`src/rtl/byte_serial_adder.sv`:
```
// Byte-serial adder: adds two NBYTES-byte operands one byte pair per cycle,
// least significant byte first, with valid/ready handshakes on both sides.
module byte_serial_adder #(
  parameter int NBYTES = 4
) (
  input  logic       CLK,
  input  logic       RST,
  input  logic       START,
  input  logic       CI,
  input  logic [7:0] A_IN,
  input  logic [7:0] B_IN,
  input  logic       IN_VALID,
  output logic       IN_READY,
  output logic [7:0] SUM_OUT,
  output logic       OUT_VALID,
  input  logic       OUT_READY,
  output logic       OUT_LAST,
  output logic       CO,
  output logic       BUSY,
  output logic       DONE
);

  localparam int CW = $clog2(NBYTES) + 1;
  localparam logic [CW-1:0] LAST_IDX = CW'(NBYTES - 1);

  typedef enum logic [1:0] {
    IDLE  = 2'd0,
    RUN   = 2'd1,
    DRAIN = 2'd2
  } state_t;

  state_t        state_q, state_d;
  logic [CW-1:0] cnt_q, cnt_d;
  logic          carry_q, carry_d;
  logic [7:0]    sum_q, sum_d;
  logic          out_valid_q, out_valid_d;
  logic          out_last_q, out_last_d;
  logic          co_q, co_d;
  logic          done_q, done_d;

  logic       in_ready;
  logic       accept;
  logic       consume;
  logic [8:0] add_res;

  // The single output register may be refilled in the same cycle it is drained.
  assign in_ready = (state_q == RUN) && (!out_valid_q || OUT_READY);
  assign accept   = IN_VALID && in_ready;
  assign consume  = out_valid_q && OUT_READY;
  assign add_res  = {1'b0, A_IN} + {1'b0, B_IN} + {8'd0, carry_q};

  always_comb begin
    state_d     = state_q;
    cnt_d       = cnt_q;
    carry_d     = carry_q;
    sum_d       = sum_q;
    out_valid_d = out_valid_q;
    out_last_d  = out_last_q;
    co_d        = co_q;
    done_d      = 1'b0;

    if (consume) begin
      out_valid_d = 1'b0;
    end

    case (state_q)
      IDLE: begin
        if (START) begin
          carry_d = CI;
          cnt_d   = '0;
          co_d    = 1'b0;
          state_d = RUN;
        end
      end
      RUN: begin
        if (accept) begin
          sum_d       = add_res[7:0];
          carry_d     = add_res[8];
          out_valid_d = 1'b1;
          out_last_d  = (cnt_q == LAST_IDX);
          cnt_d       = cnt_q + CW'(1);
          if (cnt_q == LAST_IDX) begin
            co_d    = add_res[8];
            state_d = DRAIN;
          end
        end
      end
      DRAIN: begin
        // Only the final byte can still be pending here.
        if (consume) begin
          done_d  = 1'b1;
          state_d = IDLE;
        end
      end
      default: state_d = IDLE;
    endcase
  end

  always_ff @(posedge CLK or posedge RST) begin
    if (RST) begin
      state_q     <= IDLE;
      cnt_q       <= '0;
      carry_q     <= 1'b0;
      sum_q       <= 8'h00;
      out_valid_q <= 1'b0;
      out_last_q  <= 1'b0;
      co_q        <= 1'b0;
      done_q      <= 1'b0;
    end else begin
      state_q     <= state_d;
      cnt_q       <= cnt_d;
      carry_q     <= carry_d;
      sum_q       <= sum_d;
      out_valid_q <= out_valid_d;
      out_last_q  <= out_last_d;
      co_q        <= co_d;
      done_q      <= done_d;
    end
  end

  assign IN_READY  = in_ready;
  assign SUM_OUT   = sum_q;
  assign OUT_VALID = out_valid_q;
  assign OUT_LAST  = out_last_q;
  assign CO        = co_q;
  assign BUSY      = (state_q != IDLE);
  assign DONE      = done_q;

endmodule

```
`config.mk`:
```
export PLATFORM = sky130hd
export DESIGN_NAME = byte_serial_adder
export DESIGN_NICKNAME = d
export VERILOG_FILES = /design/src/rtl/byte_serial_adder.sv
export SDC_FILE = /design/constraint.sdc
export NUM_CORES = 1
export LEC_CHECK = 0
export ABC_AREA = 1
export CORE_MARGIN = 10
export CORE_UTILIZATION = 46
export CTS_BUF_LIST = sky130_fd_sc_hd__clkbuf_4 sky130_fd_sc_hd__clkbuf_8 sky130_fd_sc_hd__clkbuf_16
export CTS_CLUSTER_DIAMETER = 200
export DETAILED_ROUTE_END_ITERATION = 6
export GPL_TIMING_DRIVEN = 0
export PLACE_DENSITY_LB_ADDON = 0.2
export SYNTH_ARGS = -nofsm -noshare
export SYNTH_HDL_FRONTEND = slang
export SYNTH_SLANG_ARGS = --single-unit
```
`constraint.sdc`:
```
create_clock -name CLK -period 1.87 [get_ports CLK]
set_clock_uncertainty 0.15 [all_clocks]
set_input_delay 0.374 -clock CLK [delete_from_list [all_inputs] [get_ports CLK]]
set_output_delay 0.374 -clock CLK [all_outputs]
set_load 0.02 [all_outputs]
```
==> results.md <==
* Outcome: finished, final reports clean
* Clk slew on worst S/H paths at 0.10 ns
* Part of the Yosys area used for sequential elements at 37.70%
* First-pass GRT wire length at 5030 µm
* Setup violators final at 0
* Mux share of post-synthesis cell area at 0%
* Max H-tree Level at 1
* Warnings, synthesis at 0
* Compound-gate portion of the synthesized area at a little under a tenth
* FF+latch count, synth at 18
* Worst Path Required at 1.35 ns
* Max cap viols at 0
* DRC at 0
* Core Rows at 18
* Final setup TNS at 0 ns
* Final WS setup at approximately 0.047 ns
* Slowest-stage cell, CP: clkdlybuf4s50_1
* Crit path cell chain: clkdlybuf4s50_1
* Crit share post-route at 97.47%
* Vias in the first global route at around 1100
* Routed len/inst at roughly 13 µm
* Non-Filler Instances at 228
* Buf+Inv Stages, Crit Path at 1
* Die footprint at 5036 µm²
* Reg2reg start: carry_q
* Layout area overhead at 40.42%
* RSZ-0062 raised after global routing: true
* Crit path max fanout at 3
* WS Path Type: reg2out
* Router iterations before antenna repair at 4
* Tmin final at around 1.8 ns
* Post-Syn Area at between 1000 and 1500 µm²
* Placed insts at 220
* NumNets Final at about 230
* Yosys top cell area share at a little under two fifths
* Overflow after GRT at 0
* Crit start category: register
* CP top delay family: buffers and inverters
* Antenna diode count at 0
* Measured slew at the worst slew-check pin at 0.7131 ns
* Hold Crit Class: reg2reg
* Avg Vias per Cell at 4.943
* Initial Utilization at 48.23%
* I/O pin total at 36
* Worst hold slack at 0.3316 ns
* Input/output buffers at 35
* GP Congestion at between 0.8 and 0.9
* Reg2reg setup slack at roughly 0.12 ns
* Vias post-DR at ~1100
* Largest net degree at the start of global routing at 19
* CP endpoint kind: output port
* Worst hold endpoint: SUM_OUT[0]
* Critical path depth at 1
* Hold path start: SUM_OUT[0]
* PD cells at approximately 1200 nW/µm²
* GRT Util Overall at 12.07%
* FFs w/ async S/R, synth at 100.0%
* Worst VDD drop at 0.6775 mV
* Die height at 70.97 µm
* Power Total at 2.013 mW
* Largest family of logic cells by synthesized area: simple AND/OR/NAND/NOR gates
* Slowest cell delay on critical path at 0.62 ns
* Dpl ws at -0.4891 ns
* Core area at around 2500 µm²
* Antenna-violating nets left at 0
* Adder-cell share of the synthesized area at between 10 and 15%
* Gate Count Post-Synth at 155
* Drt total wl at 2985 µm
* Post-synth EDFFs at 0
* Clock root buffer: clkbuf_4
* Worst slew margin at 52.40%
* Layout cells sized above 1 at ~17%
* Final hold vios at 0
* Worst EP arrival at 1.30 ns
* Initial drt markers at 88
* Worst-Skew Late Latency at 0.29 ns
* Avg Inst Size Synth at roughly 7.7 µm²
* CTS buffer count at 3
* Hold depth at 2
* Num Clock Sinks at 18
* Max Clk Rate at 548.6 MHz
* Reg2Reg Depth at 10
* Post-DP HPWL at 2209 µm
* Slew Viols, Final at 0
* Cell variety after synth at 25
* TritonCTS clock tree: yes
* Total leakage power at 0.9033 nW
* Initial antenna violation count at 0
* Post-synthesis simple-gate area fraction at 31.10%
* Syn_nets at approximately 190
* Die W at approximately 71 µm
* Synth Area in XOR/XNOR at 0.7330%
* Synth top area cells: dfrtp_1 (38%), nand2_1 (16%), ha_1 (9.4%)
* RR Endpoint: CO
* Top FF cell, synth: dfrtp_1
* Clock tree buffer depth at 2
* Leading area contributor after synthesis: dfrtp_1
==> metrics by stage <==
step	cell area, µm²	utilization, %
after floorplan	1195	-
after global placement	1583	63.89
after detailed placement	1583	63.89
after CTS	1617	65.25
after global routing	1678	67.73
final	1678	67.73
==> cells in the mapped netlist, types with 5 or more instances <==
cell type / count
inv_1: 21
dfrtp_1: 18
nand2_1: 51
o21ai_0: 6
ha_1: 9
nand3_1: 9
nor2_1: 14
a21oi_1: 5
==> placed cells by master (no fill, tap or decap), types with 4 or more instances in the layout <==
cell,synthesis,routed
dfrtp_1,18,18
inv_2,2,4
nand3_1,9,8
buf_4,0,5
clkdlybuf4s50_1,0,28
o21ai_0,6,4
nand2_1,51,48
ha_1,9,9
nor2_1,14,13
a21oi_1,5,4
inv_1,21,18
nand2_2,1,4
==> worst register-to-register path, delay by kind of cell, from the launching register on <==
kind / cells / cell delay (ns)
adders and majority gates: 2 / 0.56
and+or+nand+nor: 5 / 0.39
DFF: 1 / 0.38
AOI/OAI and AO/OA: 1 / 0.11
buffers and inverters: 2 / 0.10
==> layout make-up <==
class	instances	area, µm²
Inverter	24	95.09
Clock buffer	3	22.52
Multi-Input combinational cell	112	666.9
Fill cell	224	799.5
Sequential cell	18	450.4
Buffer	1	11.26
Tap cell	30	37.54
Timing Repair Buffer	40	394.1
==> layer usage <==
layer,wire length [µm],global-route usage (%),up-vias
met4,54,5.161,0
li1,-,-,573
met3,118,2.232,4
met1,1276,14.54,522
met5,0,0,-
met2,1535,20.38,28
==> power by group <==
part	switching (mW)	internal [mW]
clock	0.120	0.0751
sequential	0.101	0.547
combinational	0.640	0.530
total	0.861	1.15
==> what timing repair did <==
item                                    in CTS  in global routing
hold buffers                                 0                  0
endpoints found under the setup margin       6                  8
cloned                                       0                  0
setup buffers                                1                  4
gates resized for setup                     13                 15
pin swaps                                    3                  7
==> registers in the layout, indices dropped and copies added (netlist names) <==
| name | flops |
|---|---|
| CO | 1 |
| OUT_LAST | 1 |
| cnt_q | 3 |
| DONE | 1 |
| OUT_VALID | 1 |
| SUM_OUT | 8 |
| carry_q | 1 |
| state_q | 2 |
==> logic make-up after synthesis <==
logic type                 Yosys count
AOI/OAI and AO/OA                   16
xor gates and xnor gates             1
adders and majority gates           11
buffers and inverters               25
DFF                                 18
and+or+nand+nor                     84
==> how the worst max path moves through the flow <==
stage                     startpoint          to  slack (ns)
after floorplan              A_IN[0]  SUM_OUT[4]        0.11
final                      OUT_VALID   OUT_VALID        0.05
after global routing         carry_q  SUM_OUT[4]       -0.02
after global placement       A_IN[0]          CO       -0.47
after CTS                  OUT_READY    IN_READY        0.04
after detailed placement     A_IN[0]          CO       -0.49
No activity file was read; power rests on OpenSTA's default activity.
